$ cat config.mk
export PLATFORM = sky130hd
export DESIGN_NAME = llc_input_arbiter
export DESIGN_NICKNAME = d
export VERILOG_FILES = /design/src/rtl/llc_arb_pkg.sv /design/src/rtl/llc_arb_prio_sel.sv /design/src/rtl/llc_input_arbiter.sv
export SDC_FILE = /design/constraint.sdc
export NUM_CORES = 1
export LEC_CHECK = 0
export ABC_AREA = 1
export CORE_AREA = 2 2 257 259
export DETAILED_ROUTE_END_ITERATION = 10
export DIE_AREA = 0 0 259 261
export PLACE_DENSITY = 0.43
export SYNTH_ARGS = -nofsm -noshare
export SYNTH_HDL_FRONTEND = slang
export SYNTH_SLANG_ARGS = --single-unit
$ cat constraint.sdc
create_clock -name clk -period 4.5 [get_ports clk]
set_input_delay 0.45 -clock clk [delete_from_list [all_inputs] [get_ports clk]]
set_output_delay 0.45 -clock clk [all_outputs]
set_load 0.05 [all_outputs]
$ cat src/rtl/llc_arb_pkg.sv
// Shared types for the LLC input arbiter: channel identifiers and the registered output packet.
package llc_arb_pkg;

    localparam int unsigned ARB_PAYLOAD_W = 128;
    localparam int unsigned NUM_CHAN      = 4;

    typedef logic [1:0] chan_id_t;

    localparam chan_id_t CHAN_RST = 2'd0;
    localparam chan_id_t CHAN_RSP = 2'd1;
    localparam chan_id_t CHAN_REQ = 2'd2;
    localparam chan_id_t CHAN_DMA = 2'd3;

    typedef struct packed {
        chan_id_t                 chan;
        logic [ARB_PAYLOAD_W-1:0] data;
    } arb_out_packet_t;

    // Encode a one-hot grant vector into its channel id.
    function automatic chan_id_t onehot_to_chan(input logic [NUM_CHAN-1:0] oh);
        chan_id_t id;
        id = CHAN_RST;
        if (oh[CHAN_RSP]) id = CHAN_RSP;
        if (oh[CHAN_REQ]) id = CHAN_REQ;
        if (oh[CHAN_DMA]) id = CHAN_DMA;
        return id;
    endfunction

endpackage

$ cat src/rtl/llc_arb_prio_sel.sv
// Fixed-priority one-hot grant: rst_tb > rsp > req > dma, with DMA promoted
// above rsp/req (never above rst_tb) when the starvation limit is reached.
module llc_arb_prio_sel
    import llc_arb_pkg::*;
(
    input  logic [NUM_CHAN-1:0] elig_i,
    input  logic                starve_i,
    output logic [NUM_CHAN-1:0] grant_o
);

    always_comb begin
        grant_o = '0;
        if (elig_i[CHAN_RST]) begin
            grant_o[CHAN_RST] = 1'b1;
        end else if (starve_i && elig_i[CHAN_DMA]) begin
            grant_o[CHAN_DMA] = 1'b1;
        end else if (elig_i[CHAN_RSP]) begin
            grant_o[CHAN_RSP] = 1'b1;
        end else if (elig_i[CHAN_REQ]) begin
            grant_o[CHAN_REQ] = 1'b1;
        end else if (elig_i[CHAN_DMA]) begin
            grant_o[CHAN_DMA] = 1'b1;
        end
    end

endmodule

$ cat src/rtl/llc_input_arbiter.sv
// LLC front-end arbiter: merges reset/flush, coherence rsp/req and DMA channels
// into one registered, channel-tagged request stream with full throughput.
module llc_input_arbiter
    import llc_arb_pkg::*;
#(
    parameter int unsigned PAYLOAD_W    = ARB_PAYLOAD_W,
    parameter int unsigned STARVE_LIMIT = 8,
    parameter int unsigned CNT_W        = 4
) (
    input  logic                 clk,
    input  logic                 rst,

    input  logic                 rst_tb_valid,
    output logic                 rst_tb_ready,
    input  logic [PAYLOAD_W-1:0] rst_tb_data,

    input  logic                 rsp_valid,
    output logic                 rsp_ready,
    input  logic [PAYLOAD_W-1:0] rsp_data,

    input  logic                 req_valid,
    output logic                 req_ready,
    input  logic [PAYLOAD_W-1:0] req_data,

    input  logic                 dma_valid,
    output logic                 dma_ready,
    input  logic [PAYLOAD_W-1:0] dma_data,

    input  logic                 req_stall,
    input  logic                 rst_done,

    output logic                 out_valid,
    input  logic                 out_ready,
    output logic [1:0]           out_chan,
    output logic [PAYLOAD_W-1:0] out_data,
    output logic                 busy
);

    logic [NUM_CHAN-1:0]  elig;
    logic [NUM_CHAN-1:0]  grant;
    logic [NUM_CHAN-1:0]  xfer;
    logic                 starve;
    logic                 adv;
    logic                 any_xfer;
    logic [PAYLOAD_W-1:0] gnt_data;

    logic                 active_q;
    logic                 busy_q,      busy_d;
    logic [CNT_W-1:0]     cnt_q,       cnt_d;
    logic                 out_valid_q, out_valid_d;
    arb_out_packet_t      out_q,       out_d;

    // During the flush/reset window only responses may drain.
    assign elig = {dma_valid    & ~busy_q,
                   req_valid    & ~req_stall & ~busy_q,
                   rsp_valid,
                   rst_tb_valid & ~busy_q};

    assign starve = (cnt_q == CNT_W'(STARVE_LIMIT));
    assign adv    = ~out_valid_q | out_ready;

    llc_arb_prio_sel u_prio_sel (
        .elig_i   (elig),
        .starve_i (starve),
        .grant_o  (grant)
    );

    // active_q keeps every ready low while reset is asserted.
    assign xfer     = grant & {NUM_CHAN{adv & active_q}};
    assign any_xfer = |xfer;

    assign rst_tb_ready = xfer[CHAN_RST];
    assign rsp_ready    = xfer[CHAN_RSP];
    assign req_ready    = xfer[CHAN_REQ];
    assign dma_ready    = xfer[CHAN_DMA];

    always_comb begin
        gnt_data = dma_data;
        if (grant[CHAN_RST]) begin
            gnt_data = rst_tb_data;
        end else if (grant[CHAN_RSP]) begin
            gnt_data = rsp_data;
        end else if (grant[CHAN_REQ]) begin
            gnt_data = req_data;
        end
    end

    // Next-state for output register, starvation counter and busy window.
    always_comb begin
        out_valid_d = out_valid_q;
        out_d       = out_q;
        cnt_d       = cnt_q;
        busy_d      = busy_q;

        if (adv) begin
            out_valid_d = any_xfer;
            if (any_xfer) begin
                out_d.chan = onehot_to_chan(grant);
                out_d.data = ARB_PAYLOAD_W'(gnt_data);
            end
        end

        if (!dma_valid || xfer[CHAN_DMA]) begin
            cnt_d = '0;
        end else if ((xfer[CHAN_RSP] || xfer[CHAN_REQ]) && !starve) begin
            cnt_d = cnt_q + CNT_W'(1);
        end

        if (xfer[CHAN_RST]) begin
            busy_d = 1'b1;
        end else if (rst_done) begin
            busy_d = 1'b0;
        end
    end

    always_ff @(posedge clk or negedge rst) begin
        if (!rst) begin
            active_q    <= 1'b0;
            busy_q      <= 1'b0;
            cnt_q       <= '0;
            out_valid_q <= 1'b0;
            out_q       <= '0;
        end else begin
            active_q    <= 1'b1;
            busy_q      <= busy_d;
            cnt_q       <= cnt_d;
            out_valid_q <= out_valid_d;
            out_q       <= out_d;
        end
    end

    assign out_valid = out_valid_q;
    assign out_chan  = out_q.chan;
    assign out_data  = PAYLOAD_W'(out_q.data);
    assign busy      = busy_q;

endmodule

==> impl_metrics.toml, run 1 <==
[status]
status = "finished clean"

[timing]
finClkSkew_ns = 0.01176
relSlewSlack_pct = 28.50
rsz0062_at_grt = "no"
setup_viol = 0
min_period_over_period_pct = 79.39
tns_ns = 0
final-max-slew-violation-count = 0
report.final.hold_viol_count = 0
max_clock_freq_ghz = 0.2799
fin_crit_ns = 3.573
tightest_slew_ns = 1.072

[worst_hold_path]
worstHoldEndpoint = "out_data[79]"
worstHoldPathType = "reg -> reg"
min_from = "out_data[79]"
hold_depth = 2

[cells_and_area]
final_cell_mix = "657 x nand2_1, 654 x clkdlybuf4s50_1, 520 x nand3_1, 400 x inv_1, 137 x dfrtp_1"
nNetsFinal = 3090
final_common_cell = "nand2_1"
multi_input_area_um2 = 6115
seq_area_um2 = 3428
drive_above_1_share_pct = 7.558
area_delta_synth_final_pct = 67.39
post-route-util_pct = 30.13
n_fill_cell = 7229

[power_and_ir_drop]
p_leak_nw = 10.34
irDropWorstVdd_mv = 0.2258
powerDensity_nw_per_um2 = 381.3

[synthesis]
avgSynthCellArea_um2 = 5.821
synth_cell_types = 25
ys_warn_count = 0
yosysSeqAreaShare_pct = 29.29
synth_top_cell_area_share_pct = 29.29
netlist_instances = 2011
synth_seq_cells = 137
synth_area_leaders = "dfrtp_1 29%, nand3_1 22%, nand2_1 21%"
synth_area_um2 = 11710
synth_top_area_cell = "dfrtp_1"
synthesis.nets = 2534

[floorplanning]
initial_core_util_pct = 18.00
dieArea_um2 = 67600
row_count = 94
die_h_um = 261
pin_count = 657
die_w_um = 259
core_um2 = 65040

[critical_path]
cp_cell_sequence = "inv_1 > ha_1 > nand2_1 > nor2_2 > nand2_8 > nand2_1 > nand3_1 > inv_1 > clkdlybuf4s50_1"
critical_path_peak_fanout = 81
cp-start-kind = "flop"
crit_slowest_cell = "clkdlybuf4s50_1"
reg2reg_depth = 11
crit_cells = 9
crit_arrival_ns = 3.12
path_class = "reg -> out"
crit_path_max_incr_delay_ns = 0.80
r2r_start = "cnt_q[0]"
cpLargestDelayFamily = "simple AND/OR/NAND/NOR gates"
critPathRequiredTime_ns = 4.05
regToRegEndpoint = "out_data[96]"
endpoint_kind = "primary output"
regToRegSetupSlack_ns = 1.48
path_buf_inv = 3

[global_route]
grt_antenna_before_repair = 12
grt_pass1_vias = 14170
track_usage_pct = 17.02
grt-ovfl-total = 0
grt_first_pass_wirelength_um = 86820
grt_max_degree = 133

[route]
drt_wl_total_um = 59420
via_per_inst = 4.193
firstDrtPassIters = 5
drc = 0
wl_per_cell_um = 17.22
antenna_left = 0
drt_iter0_drc = 783
vias = 14470

[clock_network]
cts_tree = "yes"
root_buffer = "clkbuf_16"
path_clk_slew_ns = 0.06
post-cts-setup-buffers = 0
htree_levels = 4
clk_latency_ns = 0.48
cts.path.max_buffers = 2
cts.sinks = 137
cts_buffers = 17

[placement]
gp_congestion = 0.8521
port_buffers = 656
hpwl_um = 43540

[flow_run]
cap_violations = 0
-- logic make-up (layout without fill, tap and decap cells) --
| family | count (synthesis) | after routing | share of synthesized area [%] |
|---|---|---|---|
| AO/OA/AOI/OAI | 4 | 4 | 0.2352 |
| buffers and inverters | 542 | 1111 | 18.94 |
| XOR/XNOR | 2 | 2 | 0.1497 |
| AND/OR/NAND/NOR | 1323 | 1323 | 51.14 |
| adder cells (fa/ha/maj) | 2 | 2 | 0.2137 |
| other | 1 | 7 | 0.03203 |
| flip-flops | 137 | 137 | 29.29 |
-- tightest hold or removal path: stages (launching register included) --
cell	delay, ns
dfrtp_1	0.34
nand2_1	0.05
nand2_1	0.05
-- power by group --
part	internal, mW	total (mW)	leakage (nW)	switching (mW)
logic	1.48	4.09	8.37	2.61
clock network	0.896	1.53	0.300	0.633
registers	1.63	1.86	1.67	0.227
-- registers in the layout, summed over array words and instances (netlist names) --
signal     flops
out_chan       2
cnt_q          4
busy           1
active_q       1
out_data     128
out_valid      1
-- per-layer routing --
layer  up-vias  routed length, um  GRT usage (%)
met1      6763              24710          20.41
met3        61               3815          4.481
met4        10                967          5.299
li1       7175                  -              -
met2       457              29860          29.66
met5         -                 70              0
-- worst max path at each step --
stage,from,end
2_1_floorplan,out_valid,out_data[10]
3_3_place_gp,dma_valid,dma_ready
3_5_place_dp,dma_valid,dma_ready
4_1_cts,cnt_q[0],dma_ready
5_1_grt,cnt_q[0],dma_ready
6_report,cnt_q[0],dma_ready
-- layout make-up --
class / instances / share of cell area (%)
antenna: 6 / 0.07662
clock buffer: 20 / 2.331
clock inverter: 12 / 0.7599
inverter: 401 / 7.682
multi-input combinational: 1332 / 31.20
sequential: 137 / 17.50
tap: 864 / 5.517
timing repair buffer: 678 / 34.93
-- synth_stat cells --
master and number:
nor2_4 1, buf_4 3, nand4_2 1, nand3_1 522, inv_2 1, buf_6 10, nand2_4 1, nand3_2 1
buf_2 77, nand4_1 4, o21ai_0 2, clkbuf_1 46, a21boi_2 1, nor2_1 3, a31oi_1 1, xor2_1 2
dfrtp_1 137, conb_1 1, nand2_1 659, or2_2 128, inv_1 400, nand2_2 1, ha_1 2, buf_1 5
nor2_2 2
-- stage by stage --
stage / area [um^2] / setup slack [ns] / hold slack [ns] / std cells / total power, mW
2_1_floorplan: 11710 / 2.150 / 0.1544 / 2011 / 4.228
3_3_place_gp: 18960 / 1.018 / 0.4614 / 3411 / 6.000
3_5_place_dp: 18960 / 1.107 / 0.4638 / 3411 / 6.011
4_1_cts: 19580 / 0.8513 / 0.4822 / 3444 / 7.623
5_1_grt: 19600 / 0.7574 / 0.4939 / 3450 / 7.916
6_report: 19600 / 0.9272 / 0.4769 / 3450 / 7.471
-- repair_timing --
action / 4_1_cts / 5_1_grt
hold endpoints to repair: 15 / 0
hold buffers: 1 / 0
resized for setup: 0 / 0
(Power assumes the default switching activity.)
==> run 2, diff against run 1 <==
- PLACE_DENSITY: 0.43 -> 0.44
- clock period: 4.5 -> 2.9 ns (I/O delays scaled with it)
==> run 2 against run 1 <==
Effect of this change: total power rose by 52%; final cell count up 0.12%; critical path depth unchanged; clock skew shrank 0.00059 ns; worst hold slack lost 0.15 ns; sequential power rose by 55%; global-route usage fell by 0.12 points; combinational power grew 56%; routed wire length decreased by 0.47%; register-to-register slack lost 0.84 ns; first-iteration DRC count up 4.6%; setup slack worse by 0.46 ns; critical path type unchanged; largest cell class unchanged.
==> impl_metrics.toml, run 2 (synthesis gave the netlist of run 1 again) <==
[cells_and_area]
instances_no_fill = 3454
nNetsFinal = 3094
post-route-util_pct = 30.21
final_cell_mix = "657 x nand2_1, 650 x clkdlybuf4s50_1, 520 x nand3_1, 400 x inv_1, 137 x dfrtp_1"
largest_reg_flops = 128
final_common_cell = "nand2_1"
final_area_um2 = 19650
area_delta_synth_final_pct = 67.85
drive_above_1_share_pct = 7.817

[route]
vias = 14450
drt_wl_total_um = 59150
firstDrtPassIters = 5
via_per_inst = 4.184
drc = 0
drt_iter0_drc = 819
antenna_left = 0
wl_per_cell_um = 17.12

[placement]
port_buffers = 656
place.detailed.instances = 3415
gp_congestion = 0.8746
placed_area_um2 = 19080
hpwl_um = 43690

[clock_network]
root_buffer = "clkbuf_16"
cts_buffers = 17
cts.path.max_buffers = 2
htree_levels = 4
post-cts-setup-buffers = 0
clk_latency_ns = 0.49
cts_tree = "yes"
ctsHoldBuffers = 1
path_clk_slew_ns = 0.06
cts.sinks = 137
cts_resized = 0

[floorplanning]
die_w_um = 259
pin_count = 657
row_count = 94
initial_core_util_pct = 18.00
dieArea_um2 = 67600
die_h_um = 261
core_um2 = 65040

[timing]
setup_viol = 0
tns_ns = 0
fin_crit_ns = 2.434
max_clock_freq_ghz = 0.4109
report.final.hold_viol_count = 0
tightest_slew_ns = 1.030
final-max-slew-violation-count = 0
min_period_over_period_pct = 83.92
relSlewSlack_pct = 31.35
finClkSkew_ns = 0.01117
rsz0062_at_grt = "no"

[critical_path]
critPathRequiredTime_ns = 2.61
endpoint_kind = "primary output"
cp-start-kind = "flop"
crit_path_max_incr_delay_ns = 0.41
critical_path_peak_fanout = 7
crit_slowest_cell = "dfrtp_1"
path_class = "reg -> out"
cp_cell_sequence = "inv_1 > ha_1 > nand2_1 > nor2_2 > nand2_8 > nand2_1 > nand3_1 > inv_1 > buf_12"
crit_arrival_ns = 2.14

[worst_hold_path]
worstHoldPathType = "in -> reg"

[power_and_ir_drop]
p_leak_nw = 10.37
irDropWorstVdd_mv = 0.4182
p_total_mw = 11.38
powerDensity_nw_per_um2 = 579.1

[global_route]
track_usage_pct = 16.91
grt_first_pass_wirelength_um = 86550
grt-ovfl-total = 0
grt_antenna_before_repair = 11
grt_max_degree = 147
grt_pass1_vias = 14130

[flow_run]
cap_violations = 0

[status]
status = "finished clean"
## run 2: changes by cell type in the layout (fill, tap and decap cells not counted), sizes merged
cell and change:
buf +8, clkdlybuf4s50 -4, bufinv -2, clkinv +2, clkbuf -1, clkinvlp +1
## run 2: worst paths after layout
path,from,slack (ns),to,depth (start not counted)
min in group asynchronous,rst,0.40,out_data[106],2
setup / recovery,cnt_q[0],0.47,dma_ready,9
hold / removal,rsp_valid,0.32,out_chan[0],5
hold reg to reg,out_data[38],0.47,out_data[38],2
setup reg to reg,busy,0.64,out_data[9],9
max in group asynchronous,rst,1.79,out_data[84],3
## run 2: power breakdown
group	internal (mW)	total, mW	leakage, nW	switching (mW)
clock network	1.16	2.12	0.266	0.959
logic	2.31	6.37	8.44	4.06
registers	2.53	2.89	1.67	0.363
## run 2: through the flow
step	worst slack, ns	hold WS (ns)
6_report	0.4663	0.3245
5_1_grt	0.3220	0.3286
4_1_cts	0.4119	0.2702
3_5_place_dp	0.2545	0.3777
3_3_place_gp	0.2983	0.3719
2_1_floorplan	0.5502	-0.005591
## run 2: metal layers
| layer | track usage, % | part of all wire [%] | vias up |
|---|---|---|---|
| li1 | - | - | 7191 |
| met1 | 20.19 | 40 | 6682 |
| met2 | 29.27 | 50 | 495 |
| met3 | 4.472 | 7.1 | 72 |
| met4 | 5.845 | 2.3 | 10 |
| met5 | 0 | 0.11 | - |
## run 2: cell type report
class	count	area (um^2)
multi-input cells	1332	6115
flip-flops and latches	137	3428
fillers	7169	45390
clock buffers	19	432.9
repair buffers	682	6965
inverters	401	1505
well taps	864	1081
clock inverters	13	106.4
diodes	6	15.01
## run 2: critical path: cells and delay by family, from the launching register on
kind | cells | cell delay (ns)
AND/OR/NAND/NOR | 5 | 0.69
buffers and inverters | 3 | 0.42
flip-flops | 1 | 0.41
adder cells (fa/ha/maj) | 1 | 0.14
==> run 3, diff against run 2 <==
- clock period: 2.9 -> 2.1 ns (I/O delays scaled with it)
==> run 3 against run 2 <==
Effect of this change: clock power rose by 55%; non-clock buffer count increased by 66; global-route usage rose by 0.49 points; flip-flop and latch count unchanged; design area rose by 5.3%; sequential share of layout area is 0.87 points lower; critical endpoint is now req_ready; via count is 2.5% higher; die area stayed put.
==> impl_metrics.toml, run 3 (synthesis gave the netlist of run 1 again) <==
[global_route]
track_usage_pct = 17.39
grt_first_pass_wirelength_um = 89130
grt_max_degree = 91
grt_antenna_before_repair = 14
grt-ovfl-total = 0
grt_pass1_vias = 14510

[timing]
final-max-slew-violation-count = 0
min_period_over_period_pct = 97.21
fin_crit_ns = 2.041
tns_ns = 0
tightest_slew_ns = 0.7954
max_clock_freq_ghz = 0.4899
holdWs_ns = 0.2208
report.final.hold_viol_count = 0
timing.final.ws_setup_ns = 0.05860
relSlewSlack_pct = 46.98
rsz0062_at_grt = "yes"
finClkSkew_ns = 0.008555
setup_viol = 0

[power_and_ir_drop]
p_total_mw = 16.34
p_leak_nw = 10.88
powerDensity_nw_per_um2 = 789.4
p_int_mw = 8.807
p_switching_mw = 7.530
swShare_pct = 46.09
combPwrFrac_pct = 55.4
pwr-share-clk_pct = 20.1
irDropWorstVdd_mv = 0.4777
power_frac_seq_pct = 24.5

[floorplanning]
row_count = 94
die_w_um = 259
dieArea_um2 = 67600
pin_count = 657
core_um2 = 65040
initial_core_util_pct = 18.00
die_h_um = 261

[route]
drc = 0
antenna_left = 0
via_per_inst = 4.203
drt_iter0_drc = 859
drt_wl_total_um = 62350
vias = 14810
wl_per_cell_um = 17.70
firstDrtPassIters = 6

[cells_and_area]
nNetsFinal = 3160
final_common_cell = "clkdlybuf4s50_1"
final_cell_mix = "648 x clkdlybuf4s50_1, 647 x nand2_1, 507 x nand3_1, 397 x inv_1, 136 x dfrtp_1"
n_fill_cell = 7095
largest_reg_flops = 128
instances_no_fill = 3523
drive_above_1_share_pct = 11.25
area_delta_synth_final_pct = 76.77

[critical_path]
crit_path_start = "cnt_q[0]"
critPathRequiredTime_ns = 1.89
r2r_start = "cnt_q[0]"
regToRegEndpoint = "out_data[69]"
endpoint_kind = "primary output"
cp-start-kind = "flop"
regToRegSetupSlack_ns = 0.06
path_class = "reg -> out"
critical_path_peak_fanout = 6
crit_arrival_ns = 1.83
reg2reg_depth = 16

[placement]
place_ws_ns = -0.1051
port_buffers = 656
hpwl_um = 46530
gp_congestion = 0.9085
place.detailed.instances = 3466

[clock_network]
cts.sinks = 137
cts_tree = "yes"
clk_latency_ns = 0.48
path_clk_slew_ns = 0.06
htree_levels = 4
cts_buffers = 17
cts.path.max_buffers = 2
root_buffer = "clkbuf_16"

[worst_hold_path]
worstHoldPathType = "in -> async"

[flow_run]
cap_violations = 0

[status]
status = "finished clean"
## run 3: cell count changes in the layout (fill, tap and decap cells not counted), moves of 5 or more
cell      before  now
nand3_2        1   13
nand3_1      520  507
nand2_2        1    7
buf_12        17   29
clkinv_2       7    2
buf_4         13   54
nand2_1      657  647
buf_6          1    9
## run 3: repair_timing
| action | CTS | global route |
|---|---|---|
| buffers inserted | 7 | 5 |
| pin swaps | 3 | 16 |
| endpoints found under the setup margin | 5 | 119 |
| hold endpoints to repair | 38 | 0 |
| gates resized for setup | 15 | 35 |
| hold buffers | 1 | 0 |
| cloned | 0 | 5 |
## run 3: metal layers
metal | routed length (um) | vias up | track usage, %
met5 | 62 | - | 0
met1 | 25740 | 6869 | 20.86
met4 | 1261 | 10 | 5.074
met2 | 31160 | 519 | 30.53
met3 | 4122 | 79 | 4.491
li1 | - | 7331 | -
## run 3: power by group through the flow
stage                     clock network [mW]  registers (mW)  logic, mW
after floorplan                            0            6.98       2.09
after global placement                     0            4.01       9.02
after detailed placement                   0            4.02       9.01
after CTS                               3.42            4.01       9.05
after global routing                    3.54            4.11       9.62
final                                   3.29            4.00       9.05
## run 3: cell type report
type / count / area, um^2 / share of cell area, %
Timing Repair Buffer: 748 / 7766 / 37.53
Multi-Input combinational cell: 1332 / 6282 / 30.36
Sequential cell: 137 / 3430 / 16.57
Inverter: 401 / 1505 / 7.274
Tap cell: 864 / 1081 / 5.224
Clock buffer: 22 / 464.2 / 2.243
Clock inverter: 10 / 142.6 / 0.6893
Antenna cell: 9 / 22.52 / 0.1088
## run 3: worst max-delay path by stage
stage	endpoint	slack, ns
finish	req_ready	0.06
global route	out_data[69]	-0.05
CTS	req_ready	-0.01
detailed placement	out_data[124]	-0.11
global placement	out_data[124]	-0.09
floorplan	out_data[10]	0.15
## run 3: worst max-delay path, cell delays in order (launching register included)
cell and delay [ns]:
dfrtp_1 0.39, inv_2 0.08, ha_4 0.14, nand2_4 0.05, nor2_4 0.15, nand2_8 0.09, nand3_2 0.14, buf_4 0.13
inv_1 0.04, buf_6 0.14
## run 3: stage by stage
| stage | cell area, um^2 | utilization (%) |
|---|---|---|
| finish | 20690 | 31.82 |
| global placement | 19620 | 30.17 |
| detailed placement | 19620 | 30.17 |
| global route | 20690 | 31.81 |
| floorplan | 11710 | - |
| CTS | 20350 | 31.28 |
